$ cat config.mk
export PLATFORM = sky130hd
export DESIGN_NAME = core_op_sequencer
export DESIGN_NICKNAME = d
export VERILOG_FILES = /design/src/rtl/core_op_sequencer.sv
export SDC_FILE = /design/constraint.sdc
export NUM_CORES = 2
export LEC_CHECK = 0
export ABC_CLOCK_PERIOD_IN_PS = 10300
export CORE_MARGIN = 2
export CORE_UTILIZATION = 45
export DETAILED_ROUTE_END_ITERATION = 8
export PLACE_DENSITY = 0.58
export SYNTH_ARGS = -nofsm -noshare
export SYNTH_HDL_FRONTEND = slang
export SYNTH_SLANG_ARGS = --single-unit
$ cat constraint.sdc
create_clock -name i_clk -period 10.3 [get_ports i_clk]
set_input_delay 1.03 -clock i_clk [delete_from_list [all_inputs] [get_ports i_clk]]
set_output_delay 1.03 -clock i_clk [all_outputs]
set_load 0.03 [all_outputs]
$ cat src/rtl/core_op_sequencer.sv
// Host front-end for the image-processing core: issues ops, streams LOAD pixels, buffers results.
// Optional cycle-count reporting per op is enabled by defining SEQ_PERF_CNT_EN.
module core_op_sequencer #(
  parameter int INST_BW    = 4,
  parameter int INPUT_BW   = 8,
  parameter int IMG_SIZE   = 2048,
  parameter int OUTPUT_BW  = 14,
  parameter int FIFO_DEPTH = 128
) (
  input  logic                 i_clk,
  input  logic                 i_rst_n,
  input  logic                 i_cmd_valid,
  input  logic [INST_BW-1:0]   i_cmd_mode,
  output logic                 o_cmd_ready,
  input  logic                 i_pix_valid,
  input  logic [INPUT_BW-1:0]  i_pix_data,
  output logic                 o_pix_ready,
  output logic                 o_op_valid,
  output logic [INST_BW-1:0]   o_op_mode,
  input  logic                 i_op_ready,
  output logic                 o_in_valid,
  output logic [INPUT_BW-1:0]  o_in_data,
  input  logic                 i_in_ready,
  input  logic                 i_out_valid,
  input  logic [OUTPUT_BW-1:0] i_out_data,
  output logic                 o_res_valid,
  output logic [OUTPUT_BW-1:0] o_res_data,
  output logic                 o_res_last,
  input  logic                 i_res_ready,
  output logic [5:0]           o_depth,
  output logic                 o_err
`ifdef SEQ_PERF_CNT_EN
  ,
  output logic                 o_perf_valid,
  output logic [19:0]          o_perf_cycles
`endif
);

  // state   | meaning
  // IDLE    | waiting for core ready and an admissible command
  // ISSUE   | o_op_valid high for one cycle, depth updated
  // LOAD    | streaming IMG_SIZE pixels into the core
  // COLLECT | pushing the op's expected results into the FIFO
  typedef enum logic [1:0] {S_IDLE, S_ISSUE, S_LOAD, S_COLLECT} state_t;

  localparam int PTR_W = $clog2(FIFO_DEPTH);
  localparam int CNT_W = PTR_W + 1;
  localparam int LC_W  = $clog2(IMG_SIZE);

  localparam logic [INST_BW-1:0] OP_LOAD = 4'd0;
  localparam logic [INST_BW-1:0] OP_SCAD = 4'd5;
  localparam logic [INST_BW-1:0] OP_SCAU = 4'd6;
  localparam logic [INST_BW-1:0] OP_DISP = 4'd7;
  localparam logic [INST_BW-1:0] OP_CONV = 4'd8;
  localparam logic [INST_BW-1:0] OP_MEDF = 4'd9;
  localparam logic [INST_BW-1:0] OP_GRAD = 4'd10;

  state_t             state;
  logic               rdy_flag;
  logic [INST_BW-1:0] cur_op;
  logic [CNT_W-1:0]   n_req, n_exp;
  logic [LC_W-1:0]    cnt;

  logic [OUTPUT_BW:0] mem [FIFO_DEPTH];
  logic [PTR_W-1:0]   wr_ptr, rd_ptr;
  logic [CNT_W-1:0]   fifo_cnt;

  logic cmd_bad, issue, xfer, last_xfer, push, last_push, pop;

  always_comb begin
    n_req = '0;
    case (i_cmd_mode)
      OP_CONV:          n_req = CNT_W'(4);
      OP_DISP:          n_req = CNT_W'({o_depth, 2'b00});
      OP_MEDF, OP_GRAD: n_req = CNT_W'(16);
      default:          n_req = '0;
    endcase
  end

  assign cmd_bad   = i_cmd_mode > OP_GRAD;
  assign issue     = (state == S_IDLE) && rdy_flag && i_cmd_valid && !cmd_bad &&
                     ((CNT_W'(FIFO_DEPTH) - fifo_cnt) >= n_req);
  assign o_cmd_ready = issue || ((state == S_IDLE) && i_cmd_valid && cmd_bad);

  assign xfer      = (state == S_LOAD) && i_pix_valid && i_in_ready;
  assign last_xfer = xfer && (cnt == LC_W'(IMG_SIZE - 1));
  assign push      = (state == S_COLLECT) && i_out_valid;
  assign last_push = push && (cnt == LC_W'(n_exp) - LC_W'(1));
  assign pop       = o_res_valid && i_res_ready;

  assign o_in_valid  = (state == S_LOAD) && i_pix_valid;
  assign o_in_data   = (state == S_LOAD) ? i_pix_data : '0;
  assign o_pix_ready = (state == S_LOAD) && i_in_ready;

  assign o_res_valid = fifo_cnt != '0;
  assign {o_res_last, o_res_data} = o_res_valid ? mem[rd_ptr] : '0;

  always_ff @(posedge i_clk) begin
    if (push) mem[wr_ptr] <= {last_push, i_out_data};
  end

  always_ff @(posedge i_clk) begin
    if (!i_rst_n) begin
      wr_ptr   <= '0;
      rd_ptr   <= '0;
      fifo_cnt <= '0;
    end else begin
      if (push) wr_ptr <= wr_ptr + PTR_W'(1);
      if (pop)  rd_ptr <= rd_ptr + PTR_W'(1);
      if (push && !pop)      fifo_cnt <= fifo_cnt + CNT_W'(1);
      else if (pop && !push) fifo_cnt <= fifo_cnt - CNT_W'(1);
    end
  end

  always_ff @(posedge i_clk) begin
    if (!i_rst_n) begin
      state      <= S_IDLE;
      rdy_flag   <= 1'b0;
      cur_op     <= '0;
      n_exp      <= '0;
      cnt        <= '0;
      o_op_valid <= 1'b0;
      o_op_mode  <= '0;
      o_depth    <= 6'd32;
      o_err      <= 1'b0;
    end else begin
      o_op_valid <= 1'b0;
      o_op_mode  <= '0;
      // Clear-on-issue wins so a held ready only re-arms after the op completes.
      if (issue)           rdy_flag <= 1'b0;
      else if (i_op_ready) rdy_flag <= 1'b1;

      if ((i_out_valid && state != S_COLLECT) ||
          (i_op_ready && (state == S_ISSUE || state == S_LOAD)) ||
          (i_op_ready && state == S_COLLECT && !last_push) ||
          ((state == S_IDLE) && i_cmd_valid && cmd_bad))
        o_err <= 1'b1;

      case (state)
        S_IDLE: if (issue) begin
          o_op_valid <= 1'b1;
          o_op_mode  <= i_cmd_mode;
          cur_op     <= i_cmd_mode;
          n_exp      <= n_req;
          cnt        <= '0;
          state      <= S_ISSUE;
        end
        S_ISSUE: begin
          if (cur_op == OP_SCAD)      o_depth <= (o_depth == 6'd32) ? 6'd16 : 6'd8;
          else if (cur_op == OP_SCAU) o_depth <= (o_depth == 6'd8) ? 6'd16 : 6'd32;
          else if (cur_op == OP_LOAD) o_depth <= 6'd32;
          if (cur_op == OP_LOAD)    state <= S_LOAD;
          else if (n_exp != '0)     state <= S_COLLECT;
          else                      state <= S_IDLE;
        end
        S_LOAD: if (xfer) begin
          cnt <= cnt + LC_W'(1);
          if (last_xfer) state <= S_IDLE;
        end
        S_COLLECT: if (push) begin
          cnt <= cnt + LC_W'(1);
          if (last_push) state <= S_IDLE;
        end
        default: state <= S_IDLE;
      endcase
    end
  end

`ifdef SEQ_PERF_CNT_EN
  logic [19:0] perf_cnt, perf_next;
  assign perf_next = (perf_cnt == 20'hFFFFF) ? perf_cnt : perf_cnt + 20'd1;

  // The ISSUE cycle counts as cycle 1; the completing transfer/output is included.
  always_ff @(posedge i_clk) begin
    if (!i_rst_n) begin
      perf_cnt      <= '0;
      o_perf_valid  <= 1'b0;
      o_perf_cycles <= '0;
    end else begin
      o_perf_valid <= 1'b0;
      if (state == S_ISSUE) begin
        perf_cnt <= 20'd1;
        if (cur_op != OP_LOAD && n_exp == '0) begin
          o_perf_valid  <= 1'b1;
          o_perf_cycles <= 20'd1;
        end
      end else if (state == S_LOAD || state == S_COLLECT) begin
        perf_cnt <= perf_next;
        if (last_xfer || last_push) begin
          o_perf_valid  <= 1'b1;
          o_perf_cycles <= perf_next;
        end
      end
    end
  end
`endif

endmodule

Word-level counts from Yosys, hierarchy flattened
Memory sizes are Yosys's and may differ from the RTL's. A register that Yosys moved wholly into a read port is not among the register bits.
Cells that the tools add are included.
Widths: inputs -> output; s select.
{ "totals": {"register_bits": 60, "n_memories": 1, "wordCells": 112, "ram_bits": 1920} }
{ "memory_table": {"columns": ["name", "words", "word_bits", "read_ports", "rd_clocked_by_memory_dff", "write_ports", "line", "source"], "rows": [
  ["mem", 128, 15, 1, 1, 1, "64", "logic [OUTPUT_BW:0] mem [FIFO_DEPTH];"]
]} }
{ "op_classes": {"order_cmp": 2, "add_sub_neg": 7, "n_reduce_logical": 43, "bitwise_logic": 1, "eq_ne": 19, "muxes": 27} }
{ "ops": {"columns": ["op", "n"], "rows": [
  ["$mux 11", 3],
  ["$pmux 11 s3", 1],
  ["$mux 6", 4],
  ["$mux 8", 3],
  ["$pmux 8 s3", 1],
  ["$logic_and 1x1->1", 19],
  ["$reduce_bool 8->1", 2],
  ["$mux 15", 1],
  ["$add 7x1->7 const B", 2],
  ["$mux 2", 7],
  ["$mux 7", 2],
  ["$eq 4x3->1 const B", 3],
  ["$eq 4x4->1 const B", 3],
  ["$ne 2x2->1 const B", 6],
  ["$add 11x1->11 const B", 1],
  ["$eq 11x11->1", 1],
  ["$eq 11x11->1 const B", 1],
  ["$sub 8x1->9 const B", 1],
  ["$add 8x1->8 const B", 1],
  ["$ge 8x8->1", 1],
  ["$pmux 2 s4", 1],
  ["$sub 8x1->8 const B", 1],
  ["$sub 8x8->8 const A", 1],
  ["$eq 6x4->1 const B", 1],
  ["other kinds (18)", 32]
]} }

Logic depth before layout (Yosys ltp)
{ "logic_depth": {"ltp_word": 7, "mapped_depth": 15, "depth_no_buf": 12} }

Worst setup path before layout
Ideal clock, no wire load.
{ "synth_timing": {"kind": "input -> register", "from": "input port i_out_valid", "to": "memory mem[0][14] in the netlist's numbering, data pin", "n_path_buf": 1, "setup_ps": 1153, "path_stages": 5, "setup_slack_ps": 2552, "required_time_ps": 9147, "t_arrival_ps": 6595, "path_cell_list": "and2_1 clkbuf_1 and3_1 nand3_1 nor3_1"} }
{ "synth_via": {"elab_chain_len": 2} }
{ "synth_lines": {"columns": ["element", "line", "source"], "rows": [
  ["start: declaration", "24", "input logic i_out_valid,"],
  ["$logic_and 1x1->1", "87", "assign push = (state == S_COLLECT) && i_out_valid;"],
  ["named net push", "68", "logic cmd_bad, issue, xfer, last_xfer, push, last_push, pop;"],
  ["$logic_and 1x1->1", "88", "assign last_push = push && (cnt == LC_W'(n_exp) - LC_W'(1));"],
  ["named net last_push", "68", null],
  ["end: declaration", "64", null]
]} }
The timed path passes the listed nets, and every way through them passes these cells.

==> results.py <==
metrics = {
    "min_path": {
        "hold_class": "reg -> reg",
        "worstHoldPathCells": 2,
    },
    "synth": {
        "synth.distinct_cells": 61,
        "synth_commonest_cells": "edfxtp_1, mux4_2, mux2i_1, nor2_1, clkbuf_1",
        "synthArstFlopShare": 0,
        "syn_avg_cell_area_um2": 20.2,
        "ys_warn_count": 0,
        "synth_seq_cells": 1981,
        "post-synth-top-count-cell": "edfxtp_1",
        "synth_enable_flop_cells": 1920,
        "yosys.area.top_type_share": 0.751,
        "synthCells": 3792,
        "synth-main-ff-cell": "edfxtp_1",
        "syn-cell-area_um2": 76700,
        "synthTopCellsByArea": "edfxtp_1, mux4_2, mux2i_1",
        "yosysTopAreaCell": "edfxtp_1",
        "synth-seq-area-share": 0.767,
    },
    "critical_path": {
        "cp_max_fo": 106,
        "cp.arrival_ps": 5450,
        "max_stage_delay_ps": 910,
        "critical-path-top-delay-family": "buffers and inverters",
        "cp_slowest_cell": "buf_4",
        "critPathLaunchType": "flip-flop",
        "r2r_cells": 12,
        "path_cells": "buf_12 > buf_4 > mux4_2 > mux4_2 > nor2_1 > a21o_1 > o22ai_1 > clkdlybuf4s50_1",
        "end_kind": "output pin",
        "cp.required_ps": 9270,
        "crit_top_cell": "mux4_2",
        "cp_num_buf_inv": 3,
        "crit_cells": 8,
        "crit_type": "reg -> out",
    },
    "floorplanning": {
        "die_h_um": 417,
        "die-area_um2": 174000,
        "start_util": 0.453,
        "die_x_um": 417,
        "core-area_um2": 169000,
        "io_pins": 73,
        "std_cell_rows": 151,
    },
    "flow_run": {
        "cap_violations": 0,
    },
    "cts": {
        "cts_resized": 0,
        "cts.clk_slew.worst_paths_ps": 60,
        "cts_root_buf": "clkbuf_16",
        "clock-sinks": 1981,
        "cts_buffers": 199,
        "ctsHtreeMaxLevel": 4,
        "clockBufferDepth": 3,
        "cts_hold_buf": 0,
        "worstSkewPairLatency_ps": 820,
        "cts_tree": "built",
        "cts_setup_buffers": 0,
    },
    "drt": {
        "drt-initial-drc-count": 4362,
        "route.antenna.remaining_nets": 0,
        "via_per_inst": 5.94,
        "dr.pass1.iters": 5,
        "post_drt_wl_per_cell_um": 29.7,
        "vias": 38000,
        "wl_um": 190000,
        "route.detailed.drc": 0,
    },
    "global_route": {
        "grt_first_pass_wirelength_um": 274000,
        "grt_pass1_vias": 37400,
        "grt_remaining_overflow": 0,
        "antenna_found_initial": 5,
        "track_usage": 0.219,
        "grt_max_degree": 122,
    },
    "pwr": {
        "combinationalPowerShare": 0.169,
        "switching_share": 0.250,
        "p_leak_nw": 26.5,
        "power_density_nw_per_um2": 220,
        "vdd_drop_max_v": 0.000266,
        "internal_power_mw": 14.3,
        "p_clk_frac": 0.363,
        "finalPower_mw": 19.1,
        "switchingPower_mw": 4.77,
        "pwr-share-seq": 0.467,
    },
    "timing": {
        "hold_ws_ps": 490,
        "slew_viol_final": 0,
        "tns_ps": 0,
        "clock_skew_ps": 28.7,
        "timing.fmax_ghz": 0.154,
        "worst_pin_slew_ps": 1130,
        "hold_violations": 0,
        "fin_crit_sh": 0.629,
        "timing.slew.headroom": 0.246,
        "period_minus_slack_ps": 6480,
        "setup_viol": 0,
        "setup_ws_ps": 3820,
        "rsz0062_at_grt": "no",
    },
    "placed_design": {
        "globalplace.congestion": 0.796,
        "dpl_worst_slack_ps": 4560,
        "dp_hpwl_um": 109000,
        "portBuffers": 69,
    },
    "finish": {
        "drive_gt1_frac": 0.209,
        "syn_to_final_growth_pct": 13.2,
        "fill_cells": 13300,
        "fin_nets": 4072,
    },
    "run_status": {
        "status": "complete, no violations",
    },
}
-- logic make-up after synthesis --
| group | after synthesis | synth area share |
|---|---|---|
| buffers and inverters | 227 | 0.0128 |
| AND/OR/NAND/NOR | 471 | 0.0279 |
| XOR/XNOR | 28 | 0.00320 |
| multiplexers | 641 | 0.147 |
| other | 1 | 0.0000489 |
| flip-flops | 1981 | 0.767 |
| AO/OA/AOI/OAI | 420 | 0.0378 |
| adder cells (fa/ha/maj) | 23 | 0.00385 |
-- worst paths after layout --
kind	from	end	slack [ps]
min	cnt[1]	cnt[1]	490
min reg2reg	cnt[1]	cnt[1]	490
max	flip-flop	o_res_data[0]	3820
max reg2reg	fifo_cnt[0]	cnt[9]	6250
-- area by class of cell --
class	count	area, um^2	area share
Antenna cell	1	2.50	0.0000288
Multi-Input combinational cell	1586	17000	0.195
Timing Repair Buffer	231	1960	0.0226
Sequential cell	1981	58900	0.678
Inverter	16	60.1	0.000691
Clock inverter	106	790	0.00909
Clock buffer	264	5410	0.0623
Tap cell	2218	2780	0.0319
-- power by group through the flow --
stage,sequential [mW],clock (mW),combinational (mW)
after detailed placement,9.09,0,3.28
final,8.92,6.93,3.23
after global routing,8.92,7.35,3.46
after global placement,9.09,0,3.27
after CTS,8.92,7.05,3.29
after floorplan,9.06,0,2.40
-- registers in the layout, indices dropped and copies added (netlist names), named ones only --
register    flops
cur_op          4
o_op_valid      1
o_err           1
o_op_mode       4
cnt            11
fifo_cnt        8
state           2
mem          1920
o_depth         3
wr_ptr          7
rd_ptr          7
rdy_flag        1
n_exp           5
-- metal layers --
layer	vias to the layer above	part of all wire	GRT usage
met2	1307	0.48	0.341
met5	-	0	0
li1	16200	-	-
met4	0	0.023	0.0577
met1	20300	0.44	0.323
met3	244	0.066	0.0336
-- cells in the final DEF (no fill, tap or decap), drive strengths merged, types with 49 or more instances in the layout --
cell / synthesis / final
clkinv: 0 / 89
o21ai: 49 / 49
clkbuf: 130 / 264
a211oi: 91 / 91
a22oi: 75 / 75
nand2: 114 / 114
mux2i: 250 / 250
nand3: 53 / 53
nor2: 200 / 200
o22ai: 121 / 121
mux4: 390 / 390
clkdlybuf4s50: 0 / 55
buf: 81 / 176
edfxtp: 1920 / 1920
dfxtp: 61 / 61
-- stage by stage --
step	cell area, um^2	util	std cells
6_report	86900	0.513	6403
5_1_grt	86900	0.513	6402
4_1_cts	86900	0.513	6402
3_5_place_dp	80700	0.476	6032
3_3_place_gp	80700	0.476	6032
2_1_floorplan	76800	-	3794
-- worst min-delay path: cells and delay by family, from the launching register on --
family,cells,cell delay [ps]
DFF,1,320
and+or+nand+nor,1,70
AOI/OAI and AO/OA,1,60
Power figures use the tool's default switching activity.
